<file path="config.mk">
export PLATFORM = sky130hd
export DESIGN_NAME = fifo_ochobits_cond_flat
export DESIGN_NICKNAME = d
export VERILOG_FILES = /design/src/rtl/fifo_ochobits_cond_if.sv /design/src/rtl/fifo_ochobits_cond.sv /design/src/flat_wrapper.sv
export SDC_FILE = /design/constraint.sdc
export NUM_CORES = 1
export LEC_CHECK = 0
export CORE_MARGIN = 10
export CORE_UTILIZATION = 35
export CTS_CLUSTER_DIAMETER = 80
export DETAILED_ROUTE_END_ITERATION = 12
export DONT_BUFFER_PORTS = 1
export GPL_TIMING_DRIVEN = 0
export SLEW_MARGIN = 20
export SYNTH_ARGS = -nofsm -noshare
export SYNTH_HDL_FRONTEND = slang
export SYNTH_SLANG_ARGS = --single-unit
</file>
<file path="constraint.sdc">
create_clock -name clk -period 2.3 [get_ports clk]
set_input_delay 0.115 -clock clk [delete_from_list [all_inputs] [get_ports clk]]
set_output_delay 0.115 -clock clk [all_outputs]
set_load 0.02 [all_outputs]
</file>
<file path="src/rtl/fifo_ochobits_cond_if.sv">
// fifo_ochobits_cond_if
//   Bundles the push/pop handshake, data and status flags of one
//   fifo_ochobits_cond lane. clk and reset_L are not part of the bundle.
//   master : the demux lane / consumer side (drives push, data_in, pop)
//   slave  : the FIFO side (drives data_out, valid_out, count and flags)
//   Parameters must match the ones given to the attached FIFO instance.
interface fifo_ochobits_cond_if #(
    parameter int DATA_WIDTH = 8,
    parameter int ADDR_WIDTH = 2
);
    logic                  push;
    logic [DATA_WIDTH-1:0] data_in;
    logic                  pop;
    logic [DATA_WIDTH-1:0] data_out;
    logic                  valid_out;
    logic [ADDR_WIDTH:0]   count;
    logic                  full;
    logic                  empty;
    logic                  almost_full;
    logic                  almost_empty;
    logic                  error;

    modport master (
        output push, data_in, pop,
        input  data_out, valid_out, count, full, empty,
               almost_full, almost_empty, error
    );

    modport slave (
        input  push, data_in, pop,
        output data_out, valid_out, count, full, empty,
               almost_full, almost_empty, error
    );
endinterface

</file>
<file path="src/rtl/fifo_ochobits_cond.sv">
// fifo_ochobits_cond
//   Eight-bit synchronous FIFO placed after each output lane of the 1-to-2
//   demux. Words are written on push, read in order on pop through a
//   registered output; count and threshold flags let the consumer throttle
//   the demux.
// Ports:
//   clk      : rising-edge clock
//   reset_L  : asynchronous active-low reset
//   bus      : fifo_ochobits_cond_if.slave
//              push/data_in  write strobe and data
//              pop           read request
//              data_out/valid_out registered read data and its qualifier
//              count         occupancy 0..DEPTH
//              full/empty/almost_full/almost_empty decoded from count
//              error         overflow/underflow indication
// Build option:
//   FIFO_ERROR_STICKY_EN defined   -> error is set on the first fault and held
//                                     until reset_L is asserted
//   FIFO_ERROR_STICKY_EN undefined -> error is a one-cycle pulse after each
//                                     faulting edge
module fifo_ochobits_cond #(
    parameter int DATA_WIDTH  = 8,
    parameter int DEPTH       = 4,
    parameter int ADDR_WIDTH  = 2,
    parameter int UMBRAL_ALTO = 3,
    parameter int UMBRAL_BAJO = 1
) (
    input  logic                 clk,
    input  logic                 reset_L,
    fifo_ochobits_cond_if.slave  bus
);
    localparam logic [ADDR_WIDTH:0] C_DEPTH = (ADDR_WIDTH+1)'(DEPTH);
    localparam logic [ADDR_WIDTH:0] C_ALTO  = (ADDR_WIDTH+1)'(UMBRAL_ALTO);
    localparam logic [ADDR_WIDTH:0] C_BAJO  = (ADDR_WIDTH+1)'(UMBRAL_BAJO);

    logic [DATA_WIDTH-1:0] r_mem [DEPTH];
    logic [ADDR_WIDTH-1:0] r_wr_ptr;
    logic [ADDR_WIDTH-1:0] r_rd_ptr;
    logic [ADDR_WIDTH:0]   r_count;
    logic [DATA_WIDTH-1:0] r_data_out;
    logic                  r_valid_out;
    logic                  r_error;

    logic w_full;
    logic w_empty;
    logic w_push_acc;
    logic w_pop_acc;
    logic w_fault;

    assign w_full  = (r_count == C_DEPTH);
    assign w_empty = (r_count == '0);

    // A push while full is still accepted when a pop frees a slot in the
    // same cycle; a pop is never served from the incoming word (no bypass).
    assign w_pop_acc  = bus.pop && !w_empty;
    assign w_push_acc = bus.push && (!w_full || bus.pop);
    assign w_fault    = (bus.push && w_full && !bus.pop) || (bus.pop && w_empty);

    // Storage is deliberately left out of reset.
    always_ff @(posedge clk) begin
        if (w_push_acc) begin
            r_mem[r_wr_ptr] <= bus.data_in;
        end
    end

    always_ff @(posedge clk or negedge reset_L) begin
        if (!reset_L) begin
            r_wr_ptr    <= '0;
            r_rd_ptr    <= '0;
            r_count     <= '0;
            r_data_out  <= '0;
            r_valid_out <= 1'b0;
            r_error     <= 1'b0;
        end else begin
            if (w_push_acc) begin
                r_wr_ptr <= r_wr_ptr + ADDR_WIDTH'(1);
            end
            if (w_pop_acc) begin
                r_rd_ptr   <= r_rd_ptr + ADDR_WIDTH'(1);
                r_data_out <= r_mem[r_rd_ptr];
            end
            r_valid_out <= w_pop_acc;

            if (w_push_acc && !w_pop_acc) begin
                r_count <= r_count + (ADDR_WIDTH+1)'(1);
            end else if (w_pop_acc && !w_push_acc) begin
                r_count <= r_count - (ADDR_WIDTH+1)'(1);
            end

`ifdef FIFO_ERROR_STICKY_EN
            r_error <= r_error || w_fault;
`else
            r_error <= w_fault;
`endif
        end
    end

    assign bus.data_out     = r_data_out;
    assign bus.valid_out    = r_valid_out;
    assign bus.count        = r_count;
    assign bus.full         = w_full;
    assign bus.empty        = w_empty;
    assign bus.almost_full  = (r_count >= C_ALTO);
    assign bus.almost_empty = (r_count <= C_BAJO);
    assign bus.error        = r_error;
endmodule

</file>
<file path="src/flat_wrapper.sv">
// flat-port wrapper written by rule: the top's interface ports become plain ports
module fifo_ochobits_cond_flat 
#(
    parameter int DATA_WIDTH  = 8,
    parameter int DEPTH       = 4,
    parameter int ADDR_WIDTH  = 2,
    parameter int UMBRAL_ALTO = 3,
    parameter int UMBRAL_BAJO = 1
)
  (clk, reset_L, bus_push, bus_data_in, bus_pop, bus_data_out, bus_valid_out, bus_count, bus_full, bus_empty, bus_almost_full, bus_almost_empty, bus_error);
  fifo_ochobits_cond_if #(.DATA_WIDTH(DATA_WIDTH), .ADDR_WIDTH(ADDR_WIDTH)) bus_i ();
  input  logic clk;
  input  logic reset_L;
  input wire logic [$bits(bus_i.push)-1:0] bus_push;
  input wire logic [$bits(bus_i.data_in)-1:0] bus_data_in;
  input wire logic [$bits(bus_i.pop)-1:0] bus_pop;
  output wire logic [$bits(bus_i.data_out)-1:0] bus_data_out;
  output wire logic [$bits(bus_i.valid_out)-1:0] bus_valid_out;
  output wire logic [$bits(bus_i.count)-1:0] bus_count;
  output wire logic [$bits(bus_i.full)-1:0] bus_full;
  output wire logic [$bits(bus_i.empty)-1:0] bus_empty;
  output wire logic [$bits(bus_i.almost_full)-1:0] bus_almost_full;
  output wire logic [$bits(bus_i.almost_empty)-1:0] bus_almost_empty;
  output wire logic [$bits(bus_i.error)-1:0] bus_error;
  assign bus_i.push = bus_push;
  assign bus_i.data_in = bus_data_in;
  assign bus_i.pop = bus_pop;
  assign bus_data_out = bus_i.data_out;
  assign bus_valid_out = bus_i.valid_out;
  assign bus_count = bus_i.count;
  assign bus_full = bus_i.full;
  assign bus_empty = bus_i.empty;
  assign bus_almost_full = bus_i.almost_full;
  assign bus_almost_empty = bus_i.almost_empty;
  assign bus_error = bus_i.error;
  fifo_ochobits_cond #(.DATA_WIDTH(DATA_WIDTH), .DEPTH(DEPTH), .ADDR_WIDTH(ADDR_WIDTH), .UMBRAL_ALTO(UMBRAL_ALTO), .UMBRAL_BAJO(UMBRAL_BAJO)) u_core (.clk(clk), .reset_L(reset_L), .bus(bus_i));
endmodule
</file>
; ---- Word level (Yosys, flattened, before mapping)
; Memory sizes are Yosys's and may differ from the RTL's. A register that Yosys moved wholly into a read port is not among the register bits.
; Cells that the tools add are included.
[totals]
register_bits = 9
ram_bits = 32
out_inout_bits = 17
inputBits = 12
memories = 1
word_cells = 34
[memory_table]
columns = memory, depth, width, rd, rd_ports_with_merged_regs, write_ports, line
row1 = u_core.r_mem, 4, 8, 1, 1, 1, fifo_ochobits_cond.sv:36  ; logic [DATA_WIDTH-1:0] r_mem [DEPTH];
[op_classes]
order_cmp = 2
eq_ne = 1
n_addsub = 4
reduce_logical = 17
mux = 4
[ops]
columns = cell, n
row1 = $logic_and A1 B1 Y1, 7
row2 = $logic_not A1 Y1, 6
row3 = $mux W3, 2
row4 = $add A2 B1 Y2 const B, 2
row5 = $add A3 B1 Y3 const B, 1
row6 = $eq A3 B3 Y1 const B, 1
row7 = $ge A3 B2 Y1 const B, 1
row8 = $le A3 B1 Y1 const B, 1
row9 = $logic_not A3 Y1, 1
row10 = $sub A3 B1 Y3 const B, 1
row11 = $logic_or A1 B1 Y1, 2
row12 = $mux W1, 2
row13 = $reduce_bool A2 Y1, 1

; ---- Depth between registers and ports, before layout
[logic_depth]
ltp_word = 8
depth_mapped = 9
depth_no_buf = 8

; ---- Worst setup path before layout
; No wires, ideal clock.
[synth_timing]
path_type = flip-flop to flip-flop
from = register u_core.r_count[0] (netlist: u_core.bus.count[0])
to = register u_core.r_count[2] (netlist: u_core.bus.count[2])
n_path_buf = 1
path_stages_with_launch = 9
arrival_time_ns = 1.769
setup_time_ns = 0.129
synth_period_minus_slack_ns = 1.898
slack_ns = 0.402
cell_sequence = dfrtp_1 inv_1 ha_1 nand2b_1 nand2_1 buf_6 ha_1 o21ai_0 o21ai_0
[synth_between]
elab_chain_cells = 7
[synth_lines]
columns = item, line
row1 = "start, declared", fifo_ochobits_cond.sv:39  ; logic [ADDR_WIDTH:0] r_count;
row2 = "start signal, assigned", fifo_ochobits_cond.sv:85  ; r_count <= r_count + (ADDR_WIDTH+1)'(1);
row3 = "start signal, assigned", fifo_ochobits_cond.sv:87  ; r_count <= r_count - (ADDR_WIDTH+1)'(1);
row4 = "parallel branches: the longest is 7 deep, another holds $sub A3 B1 Y3", -
; Several ways; the timed one is not identified. The select of a mux whose other input is x is not followed.
; A chain may end at the register's enable or synchronous reset.

; ---- Worst setup path after layout
[layout_timing]
from = register u_core.r_count[1] (netlist: u_core.bus.count[1])
to = register u_core.r_count[2] (netlist: u_core.bus.count[2])
; Same word-level chain as after synthesis.

==> impl_metrics.tcl <==
set metrics [dict create \
    critPathRequiredTime_ns 2.48 \
    synthCells 117 \
    slew-limit-headroom_pct 43.78 \
    synth_area_leaders "edfxtp_1, dfrtp_1, mux4_2" \
    ys.warnings.count 0 \
    critical_path.slowest_cell "dfrtp_1" \
    hp-class "in -> reg" \
    min_period_ns 2.069 \
    slowest_delay_ns 0.51 \
    yosys_most_used_dff "edfxtp_1" \
    die_h_um 96.17 \
    synth_area_um2 2031 \
    io_pins 29 \
    grt_pass1_wl_um 5595 \
    fmax_mhz 483.4 \
    via_count 990 \
    power_switching_mw 1.047 \
    post_drt_wl_per_cell_um 16.40 \
    gr-total-overflow 0 \
    grt_max_degree 18 \
    swShare_pct 35.79 \
    routed_via_density 4.760 \
    track_usage_pct 8.188 \
    clkTransAtPathRegs_ns 0.09 \
    p_clk_share_pct 17.1 \
    antenna_found_initial 0 \
    fin_total_pwr_mw 2.926 \
    power.density_nw_per_um2 1259 \
    synthArstFlopShare_pct 34.69 \
    setup_viol 0 \
    yosysMostFrequentCell "edfxtp_1" \
    first_global_vias 1076 \
    cp_max_fo 10 \
    comb_power_share_pct 32.2 \
    antennaDiodeCount 0 \
    yosys.area.top_type_share_pct 47.32 \
    ant_nets 0 \
    core-area_um2 5574 \
    drive_above_1_share_pct 22.06 \
    rows 27 \
    dr.max_layer_used "met4" \
    portBuffers 0 \
    clock-sinks 49 \
    critPathLaunchType "flop" \
    cp_cell_sequence "inv_1, ha_1, nand2b_1, nand2_1, buf_6, ha_1, o21ai_0, o21ai_0" \
    cts_root_buffer "clkbuf_8" \
    rsz0062_at_grt "false" \
    avgSynthCellArea_um2 17.36 \
    finalCritPeriodShare_pct 89.95 \
    seqPwrFrac_pct 50.8 \
    p_int_mw 1.879 \
    synth_edf_count 32 \
    final_cells 208 \
    cp.arrival_ns 2.25 \
    drv_cap 0 \
    syn_to_final_growth_pct 14.42 \
    cts-buffers-inserted 5 \
    status "completed" \
    gp_congestion 0.6795 \
    wl_met1_um 1327 \
    wl_met2_um 1748 \
    initial_core_util_pct 36.43 \
    dp.cells 189 \
    hold_viol 0 \
    dpl_cell_area_um2 2121 \
    max-clock-path-buffers 2 \
    ys_top_cells_by_count "edfxtp_1, dfrtp_1, ha_1, mux2_2, mux4_2" \
    first_pass_iters 4 \
    ys_ff_latch 49 \
    dpl.hpwl_um 2404 \
    tightestPinTransition_ns 0.8406 \
    syn-num-nets 139 \
    fin_area_um2 2323 \
    ys_types 20 \
    yosysSeqAreaShare_pct 68.27 \
    drt_iter0_drc 50 \
    p_leak_nw 0.8739 \
    htreeDepth 2 \
    nNetsFinal 157 \
    clock_latency_ns 0.30 \
    die_x_um 96.17 \
    slew_viol_final 0 \
    die-area_um2 9249 \
    wl_met3_um 247 \
    peakVddDrop_v 0.0005557 \
    nFillCells 511 \
    routed_wl_um 3412 \
    tritoncts "done" \
    critPathKind "reg -> reg" \
    crit_path_end_kind "flop" \
    fin_skew_ns 0.01073 \
    synth_top_area_cell "edfxtp_1" \
    fin_tns_setup_ns 0 \
    drc_errors 0 \
]
-- sequential cells by signal (all words and copies together) (netlist names) --
signal                cells
u_core.r_wr_ptr           2
u_core.bus.error          1
u_core.bus.count          3
u_core.r_mem             32
u_core.bus.data_out       8
u_core.bus.valid_out      1
u_core.r_rd_ptr           2
-- per-stage QoR --
stage / utilization (%) / hold slack [ns] / worst slack (ns)
2_1_floorplan: - / -0.1806 / 0.4023
3_3_place_gp: 38.05 / -0.1799 / 0.2111
3_5_place_dp: 38.05 / -0.1800 / 0.1658
4_1_cts: 41.66 / 0.06462 / 0.1412
5_1_grt: 41.68 / 0.09165 / 0.04715
6_report: 41.68 / 0.07500 / 0.2311
-- layout by cell type, fill, tap and decap left out, types with 5 or more instances in the layout --
cell and instances:
dfrtp_1 16, inv_1 7, mux4_2 8, dlygate4sd3_1 11, ha_1 10, edfxtp_1 32
clkbuf_8 5, mux2_2 9, and2_1 5
-- power groups by stage --
stage | logic [mW] | clock network, mW | registers (mW)
floorplan | 0.770 | 0 | 1.46
global placement | 0.901 | 0 | 1.51
detailed placement | 0.939 | 0 | 1.52
CTS | 0.968 | 0.521 | 1.50
global route | 1.06 | 0.550 | 1.52
finish | 0.941 | 0.499 | 1.49
-- cells by family after synthesis --
kind of cell / after synthesis / synth area share [%]
flops: 49 / 68.27
mux: 17 / 13.86
simple gates: 17 / 4.436
buf+inv: 11 / 2.834
fa+ha+maj: 10 / 6.161
compound gates: 8 / 2.280
xor+xnor: 5 / 2.156
-- cell type report --
cell class | count | area, um2 | share of cell area [%]
timing repair buffer | 11 | 110.1 | 4.739
multi-input combinational | 57 | 586.8 | 25.26
clock inverter | 3 | 22.52 | 0.9693
tap | 72 | 90.09 | 3.877
buffer | 4 | 31.28 | 1.346
sequential | 49 | 1388 | 59.72
inverter | 7 | 26.28 | 1.131
clock buffer | 5 | 68.82 | 2.962
-- critical path: cells and delay by family (launching register included) --
kind | cells | cell delay, ns
adders and majority gates | 2 | 0.61
buffers and inverters | 2 | 0.32
DFF | 1 | 0.51
and+or+nand+nor | 2 | 0.23
AOI/OAI and AO/OA | 2 | 0.27
-- final timing paths --
check,from,endpoint,slack [ns],cells after the start
max,u_core.bus.count[1],u_core.bus.count[2],0.23,8
min,bus_pop,u_core.bus.error,0.07,3
max reg2reg,u_core.bus.count[1],u_core.bus.count[2],0.23,8
min reg2reg,u_core.r_wr_ptr[1],u_core.r_wr_ptr[1],0.57,1
max in group asynchronous,reset_L,u_core.bus.count[0],1.37,1
min in group asynchronous,reset_L,u_core.bus.valid_out,0.35,1
-- per-layer routing --
metal	global-route usage, %	vias up
met2	13.57	26
met1	8.692	496
li1	-	459
met3	3.424	9
met4	4.423	0
met5	0	-
-- what timing repair did --
item                                   in CTS  in global routing
setup buffers                               0                  0
resized for setup                           0                  1
hold buffers                               11                  0
setup endpoints to repair                   0                  1
endpoints found under the hold margin      51                  0
Power figures use the tool's default switching activity.
